## src/rtl/uart_pkg.sv

```systemverilog
// uart_pkg: shared types and defaults for the UART receive path.
package uart_pkg;
  localparam int DEF_DATA_WIDTH = 8;
  localparam int DEF_DEPTH = 16;
  typedef struct packed {
    logic stop_err;
    logic parity_err;
    logic [DEF_DATA_WIDTH-1:0] data;
  } rx_entry_t;
endpackage

```

## src/rtl/uart_rx_fifo.sv

```systemverilog
// uart_rx_fifo: first-word-fall-through buffer for received characters with sticky overflow.
module uart_rx_fifo
  import uart_pkg::*;
#(
  parameter int DataWidth = DEF_DATA_WIDTH,
  parameter int Depth = DEF_DEPTH
) (
  input  logic                       i_clk,
  input  logic                       i_rst_n,
  input  logic                       i_wr_en,
  input  logic [DataWidth-1:0]       i_wr_data,
  input  logic                       i_wr_parity_error,
  input  logic                       i_wr_stop_error,
  input  logic                       i_rd_en,
  output logic [DataWidth-1:0]       o_rd_data,
  output logic                       o_rd_parity_error,
  output logic                       o_rd_stop_error,
  output logic                       o_empty,
  output logic                       o_full,
  output logic [$clog2(Depth):0]     o_count,
  output logic                       o_overflow,
  input  logic                       i_clr_overflow
);
  localparam int AW = $clog2(Depth);
  logic [AW:0] wr_ptr, rd_ptr;
  logic [DataWidth+1:0] mem [Depth];
  logic [DataWidth+1:0] head;
  logic rd_ok, wr_ok;
  assign rd_ok = i_rd_en && !o_empty;
  assign wr_ok = i_wr_en && (!o_full || rd_ok);
  assign o_empty = wr_ptr == rd_ptr;
  assign o_full = (wr_ptr[AW] != rd_ptr[AW]) && (wr_ptr[AW-1:0] == rd_ptr[AW-1:0]);
  assign o_count = wr_ptr - rd_ptr;
  assign head = mem[rd_ptr[AW-1:0]];
  assign o_rd_data = o_empty ? '0 : head[DataWidth-1:0];
  assign o_rd_parity_error = !o_empty && head[DataWidth];
  assign o_rd_stop_error = !o_empty && head[DataWidth+1];
  always_ff @(posedge i_clk) begin
    if (!i_rst_n) begin
      wr_ptr <= '0;
      rd_ptr <= '0;
      o_overflow <= 1'b0;
    end else begin
      if (wr_ok) wr_ptr <= wr_ptr + 1'b1;
      if (rd_ok) rd_ptr <= rd_ptr + 1'b1;
      o_overflow <= (i_wr_en && !wr_ok) ? 1'b1 : i_clr_overflow ? 1'b0 : o_overflow;
    end
  end
  // storage is not reset; a strobe coincident with reset must not land
  always_ff @(posedge i_clk) begin
    if (i_rst_n && wr_ok) mem[wr_ptr[AW-1:0]] <= {i_wr_stop_error, i_wr_parity_error, i_wr_data};
  end
endmodule

```

## config.mk

```make
export PLATFORM = sky130hd
export DESIGN_NAME = uart_rx_fifo
export DESIGN_NICKNAME = d
export VERILOG_FILES = /design/src/rtl/uart_pkg.sv /design/src/rtl/uart_rx_fifo.sv
export SDC_FILE = /design/constraint.sdc
export NUM_CORES = 1
export LEC_CHECK = 0
export ABC_AREA = 1
export CORE_MARGIN = 4
export CORE_UTILIZATION = 55
export CTS_BUF_LIST = sky130_fd_sc_hd__clkbuf_4 sky130_fd_sc_hd__clkbuf_8
export DETAILED_ROUTE_END_ITERATION = 10
export HOLD_SLACK_MARGIN = 0.03
export PLACE_DENSITY = 0.76
export RECOVER_POWER = 25
export SKIP_LAST_GASP = 1
export SYNTH_ARGS = -nofsm -noshare
export SYNTH_HDL_FRONTEND = slang
export SYNTH_SLANG_ARGS = --single-unit
```

## constraint.sdc

```tcl
create_clock -name i_clk -period 2.69 [get_ports i_clk]
set_clock_uncertainty 0.1 [all_clocks]
set_input_delay 0.269 -clock i_clk [delete_from_list [all_inputs] [get_ports i_clk]]
set_output_delay 0.269 -clock i_clk [all_outputs]
set_load 0.01 [all_outputs]
```

==> results.md, run 1 <==
* Gr usage total at 22.81%
* Post-Syn Nets at 693
* CTS Buffer Depth at 2
* Vias per cell at 5.657
* Yosys warns at 0
* Syn-to-layout area delta at 15.43%
* Crit Path Category: flip-flop to output port
* Yosys top cell area share at 64.96%
* CTS tree: yes
* Share of cells above drive strength 1 at 11.54%
* Max_cap viols at 0
* Fin. Hold Viols at 0
* Status: completed
* Post-layout min period at 2.622 ns
* Gate count after technology mapping at 668
* Routed Antenna Nets at 0
* CTS clock-pin slew for the worst setup and hold paths at 0.08 ns
* Post-synthesis adder-cell area fraction at 1.793%
* DRC violation count after routing at 0
* Sequential fraction of the synthesis area at 69.02%
* 1st-iter DRT viols at 499
* Syn_area_per_cell at 11.07 sq um
* Clk_lat worst skew at 0.46 ns
* Io pins at 33
* RD Place Congestion at 0.8423
* Initial antenna violation count at 0
* DRT Wirelength at 16.89 mm
* Synth Area in Compound Gates at 1.810%
* Place WS at 0.2331 ns
* Endpoints failing setup at 0
* Slew Limit Headroom at 56.91%
* Worst path required time at 2.32 ns
* Post-synthesis simple-gate area fraction at 23.04%
* Ant diodes at 0
* GRT overflow at 0
* Core ar. at 13190 sq um
* Clk sinks at 175
* H-tree Lvls at 4
* Global-route wire length before repair at 25.60 mm
* Leak Pwr at 0.003227 uW
* FP Rows at 42
* DRT Pass-1 Iters at 5
* Maximum clock frequency at 381.4 MHz
* Largest cells by area after synthesis: edfxtp_1 (65%), nand2_1 (11%), nand3_1 (8.8%), dfxtp_1 (4.1%), ha_1 (1.5%)
* CP Launch Type: flip-flop
* Die width at 124.0 um
* Via count at 5114
* Critical Path End Type: output port
* P per Cell Area at 690.7 nW/um^2
* Hold WS at 0.3455 ns
* Pin count of the biggest net entering global routing at 43
* Met3 Track Usage GR at 5.359%
* Cell variety after synth at 30
* CP max FO at 11
* Nets@finish at 740
* Final WS setup at 0.06783 ns
* Grt met1 use at 29.48%
* Global-route met2 utilization at 37.24%
* Final HPWL DP at 10.06 mm
* Clock root buffer master: clkbuf_8
* Area leader, netlist: edfxtp_1
* Worst IR Drop VDD at 0.2984 mV
* Post-synthesis mux area share at 0%
* Synth Cell Area at 7396 sq um
* Fin util at 64.72%
* FILL cells at 989
* Flops & latches, synth at 175
* Routed len/inst at 18.68 um
* Die Span Y at 124.0 um
* Cts hold-fix bufs at 0
* Min-delay worst type: primary input to flip-flop
* Number of I/O port buffers at 32
* Data arrival, critical path at 2.25 ns
* Die area at 15370 sq um
* Post-synthesis xor/xnor area fraction at 1.049%
* RSZ-0062 raised after global routing: true
* Main combinational cell family by area after synthesis: simple AND/OR/NAND/NOR gates
* Layer with the highest usage: met2
* Slew Limit Fails at 0
* Number of global-route vias before repair at 4965
* Worst-Margin Slew at 0.6443 ns
* Final Cycle Share at 97.48%
* Initial core utilization at 56.07%
* Number of buffers created by CTS at 17
-- cell usage after synthesis, drive strengths merged --
| cell | instances |
|---|---|
| nand4 | 1 |
| clkinv | 1 |
| clkbuf | 19 |
| xor2 | 4 |
| nand3 | 130 |
| a21oi | 20 |
| edfxtp | 160 |
| nand3b | 2 |
| buf | 15 |
| nand2 | 231 |
| ha | 9 |
| dfxtp | 15 |
| fa | 1 |
| nor3 | 6 |
| nor2 | 21 |
| inv | 22 |
| nor3b | 1 |
| xnor2 | 4 |
| o21ai | 6 |
-- routing by layer --
metal	routed length [um]	share of wire, %
met2	8512	50
met1	6677	40
met5	0	0
met3	1351	8.0
met4	344	2.0
-- final cells by class --
| class | instances | area (sq um) | share of cell area [%] |
|---|---|---|---|
| tap | 176 | 220.2 | 2.580 |
| timing repair buffer | 62 | 648.1 | 7.592 |
| clock buffer | 21 | 276.5 | 3.239 |
| clock inverter | 11 | 112.6 | 1.319 |
| inverter | 23 | 91.34 | 1.070 |
| multi-input combinational | 436 | 2077 | 24.33 |
| sequential | 175 | 5111 | 59.87 |
-- flip-flops by register name, summed over array words and instances, names as in the netlist, named ones only --
register,count
mem,160
wr_ptr,5
o_overflow,1
rd_ptr,5
-- where the power goes --
group	switching [uW]	internal, uW	leakage [uW]	total, uW
clock	929	808	0.000185	1740
combinational	705	432	0.00148	1140
sequential	27.4	3000	0.00157	3020
total	1660	4240	0.00323	5900
-- cell families (layout without fill, tap and decap cells) --
group / count (synthesis) / count (layout)
xor+xnor: 8 / 8
compound gates: 26 / 26
fa+ha+maj: 10 / 10
buf+inv: 57 / 117
simple gates: 392 / 392
flops: 175 / 175
-- final timing paths --
check / startpoint / endpoint / slack, ns / depth (start not counted)
hold / removal: i_clr_overflow / o_overflow / 0.35 / 4
setup / recovery: wr_ptr[0] / o_rd_data[7] / 0.07 / 7
hold reg to reg: o_overflow / o_overflow / 0.38 / 2
setup reg to reg: wr_ptr[0] / mem[7][1] / 0.42 / 11
-- critical path, cell delays in order (launching register included) --
cell and delay (ns):
dfxtp_2 0.38, inv_1 0.09, ha_1 0.33, nand4_1 0.12, nor2_2 0.06, buf_6 0.15
a21oi_1 0.12, clkdlybuf4s50_1 0.55
-- stage by stage --
| stage | setup TNS (ns) | total power, uW | cell area (sq um) | instances |
|---|---|---|---|---|
| after CTS | 0 | 5864 | 8454 | 902 |
| after floorplan | 0 | 3728 | 7396 | 668 |
| after global routing | -0.1162 | 6132 | 8537 | 904 |
| final | 0 | 5896 | 8537 | 904 |
| after detailed placement | 0 | 4165 | 8021 | 869 |
| after global placement | 0 | 4131 | 8021 | 869 |
-- repair_timing --
action / in CTS / in global routing
endpoints found under the setup margin: 14 / 7
setup buffers: 1 / 0
gates resized for setup: 23 / 11
pin swaps: 1 / 1
cloned: 0 / 2
-- placed cells by master (no fill, tap or decap), types with 2 or more instances in the layout --
cell type / count
nand3_1: 130
nand2_1: 224
clkinv_4: 6
nand3b_1: 2
clkinvlp_4: 4
o21ai_0: 4
clkbuf_16: 2
dfxtp_1: 10
dlymetal6s2s_1: 5
dlygate4sd3_1: 6
inv_4: 2
xor2_1: 4
buf_12: 5
clkbuf_4: 2
nor2_1: 19
a21oi_1: 19
inv_1: 20
xnor2_1: 3
nand2_4: 2
dlygate4sd2_1: 9
clkdlybuf4s50_1: 12
dfxtp_2: 5
nand2_2: 4
ha_1: 8
clkbuf_8: 19
buf_4: 22
nor3_1: 5
edfxtp_1: 160
Note: power is estimated with default switching activity, not from simulation.
==> run 2, diff against run 1 <==
CELL_PAD_IN_SITES_DETAIL_PLACEMENT = 1   (was not set)
CELL_PAD_IN_SITES_GLOBAL_PLACEMENT = 1   (was not set)
CORE_UTILIZATION = 46   (was 55)
PLACE_DENSITY = not set   (was 0.76)
PLACE_DENSITY_LB_ADDON = 0.25   (was not set)
SLEW_MARGIN = 20   (was not set)
==> run 2 against run 1 <==
Against the previous run: the run now ends with negative setup slack left; die area rose by 18%; largest cell class unchanged; largest power group unchanged; highest routed layer unchanged; register-to-register slack got worse by 0.10 ns; worst hold slack got worse by 0.0080 ns; clock power rose by 11%; first-iteration DRC count rose by 7.4%; routed wire length rose by 15%; critical path type unchanged; combinational power rose by 4%; setup slack got worse by 0.12 ns; sequential share of layout area fell by 1.0 points; design area rose by 1.8%.
==> results.md, run 2 (synthesized netlist as in run 1, its figures left out) <==
* Status: finished, violations left
* Violated checks: negative setup slack
* Die width at 134.8 um (+8.7%)
* Final HPWL DP at 12.44 mm (+24%)
* GRT overflow at 0 (unchanged)
* CTS Buffer Depth at 2 (unchanged)
* DRT Pass-1 Iters at 4 (-1)
* Post-layout min period at 2.740 ns (+0.1174 ns)
* Gr usage total at 22.21% (-0.60 points)
* Largest register FFs at 160 (unchanged)
* Slew Limit Fails at 0 (unchanged)
* Most frequent cells in the layout: nand2_1 (224), edfxtp_1 (160), nand3_1 (130)
* CP max FO at 11 (unchanged)
* Min-delay worst type: primary input to flip-flop
* FP Rows at 46 (+9.5%)
* RD Place Congestion at 0.8637 (+2.5%)
* Clock root buffer master: clkbuf_8
* Routed Antenna Nets at 0 (unchanged)
* Cells on worst reg2reg path at 9 (-2)
* Initial antenna violation count at 0 (unchanged)
* Fin util at 54.92% (-9.8 points)
* Leak Pwr at 0.003293 uW (+2.0%)
* Routed len/inst at 20.39 um (+9.2%)
* Global-route wire length before repair at 30.37 mm (+19%)
* Syn-to-layout area delta at 17.54%
* Initial core utilization at 46.73% (-9.3 points)
* Number of buffers created by CTS at 17 (unchanged)
* Io pins at 33 (unchanged)
* CTS clock-pin slew for the worst setup and hold paths at 0.09 ns (about the same)
* Worst path required time at 2.32 ns (about the same)
* Core ar. at 15830 sq um (+20%)
* Pin count of the biggest net entering global routing at 41 (-4.7%)
* Ant diodes at 0 (unchanged)
* Critical Path End Type: output port
* CTS tree: yes
* Die area at 18170 sq um (+18%)
* Critical path's slowest cell: clkdlybuf4s50_1
* Via count at 5146 (+0.63%)
* H-tree Lvls at 4 (unchanged)
* Total power at 6156 uW (+4.4%)
* DRC violation count after routing at 0 (unchanged)
* Number of global-route vias before repair at 5507 (+11%)
* DRT Wirelength at 19.40 mm (+15%)
* Finished Cell Area at 8693 sq um (+1.8%)
* Place WS at 0.05307 ns (-0.1800 ns)
* Maximum clock frequency at 365.0 MHz (-4.3%)
* Worst IR Drop VDD at 0.3303 mV (+11%)
* Vias per cell at 5.411 (-4.3%)
* Data arrival, critical path at 2.37 ns (+0.12 ns)
* Endpoints failing setup at 1 (+1)
* Levels on crit path at 7 (unchanged)
* Slew Limit Headroom at 56.83% (-0.080 points)
* CP max stage delay at 0.56 ns (about the same)
* Die Span Y at 134.8 um (+8.7%)
* Most common cell after layout, fill and taps aside: nand2_1
* CP Launch Type: flip-flop
* Clk sinks at 175 (unchanged)
* Clk_lat worst skew at 0.47 ns (about the same)
* Dpl cell area at 8139 sq um (+1.5%)
* Hold WS at 0.3375 ns (-0.008005 ns)
* Share of cells above drive strength 1 at 12.79% (+1.3 points)
* Final WS setup at -0.04958 ns (-0.1174 ns)
* Worst-Margin Slew at 0.6455 ns (+0.001193 ns)
* Crit Path Category: flip-flop to output port
* 1st-iter DRT viols at 536 (+7.4%)
* Max_cap viols at 0 (unchanged)
* CP cell instances: inv_1 > ha_1 > nand4_1 > nor2_1 > buf_6 > a21oi_1 > clkdlybuf4s50_1
* Nets@finish at 747 (+0.95%)
* RSZ-0062 raised after global routing: true
* Worst path buffer plus inverter count at 3 (unchanged)
* Final Cycle Share at 101.8% (+4.4 points)
* Worst path top cell family by delay: buffers and inverters
* Number of I/O port buffers at 32 (unchanged)
* P per Cell Area at 708.1 nW/um^2 (+2.5%)
* Fin. Hold Viols at 0 (unchanged)
* Hold path depth at 4 (unchanged)
## run 2: changes by cell type in the layout (fill, tap and decap cells not counted), sizes merged
cell | before | now
clkbuf | 23 | 19
buf | 28 | 36
inv | 22 | 27
bufinv | 1 | 3
clkinvlp | 4 | 0
## run 2: power breakdown
group | internal [uW] | switching, uW | leakage (uW)
clock network | 946 | 991 | 0.000216
registers | 3000 | 29.4 | 0.00157
logic | 441 | 751 | 0.00151
## run 2: layer usage
layer | wire (um) | GRT usage, %
met5 | 0 | 0
met4 | 345 | 6.618
met3 | 1024 | 4.247
met2 | 9790 | 38.30
met1 | 8235 | 28.69
## run 2: timing repair
action,4_1_cts,5_1_grt
resized for setup,22,18
setup endpoints to repair,15,7
gates cloned,0,1
setup buffers,1,0
hold buffers,0,0
pin swaps,1,0
## run 2: path summary, 6_finish.rpt
kind / from / endpoint / slack (ns)
min: i_clr_overflow / o_overflow / 0.34
min reg2reg: o_overflow / o_overflow / 0.38
max: wr_ptr[0] / o_rd_data[7] / -0.05
max reg2reg: wr_ptr[0] / mem[8][2] / 0.32
## run 2: layout make-up
class | instances | area (sq um)
clock buffer | 18 | 241.5
fill | 1680 | 7134
clock inverter | 14 | 181.4
multi-input combinational | 436 | 2101
inverter | 23 | 96.34
timing repair buffer | 69 | 688.2
tap | 216 | 270.3
sequential | 175 | 5115
## run 2: worst register-to-register path: stages, from the launching register on
cell and delay (ns):
dfxtp_2 0.39, inv_1 0.09, ha_1 0.34, nand4_1 0.12
buf_4 0.14, nor2_4 0.05, nand2_4 0.13, nand2_8 0.10
nor3b_1 0.36, buf_4 0.26
## run 2: through the flow
| step | TNS [ns] | instances |
|---|---|---|
| finish | -0.04958 | 951 |
| global route | -0.1641 | 951 |
| CTS | -0.5251 | 950 |
| detailed placement | 0 | 917 |
| global placement | 0 | 917 |
| floorplan | 0 | 668 |
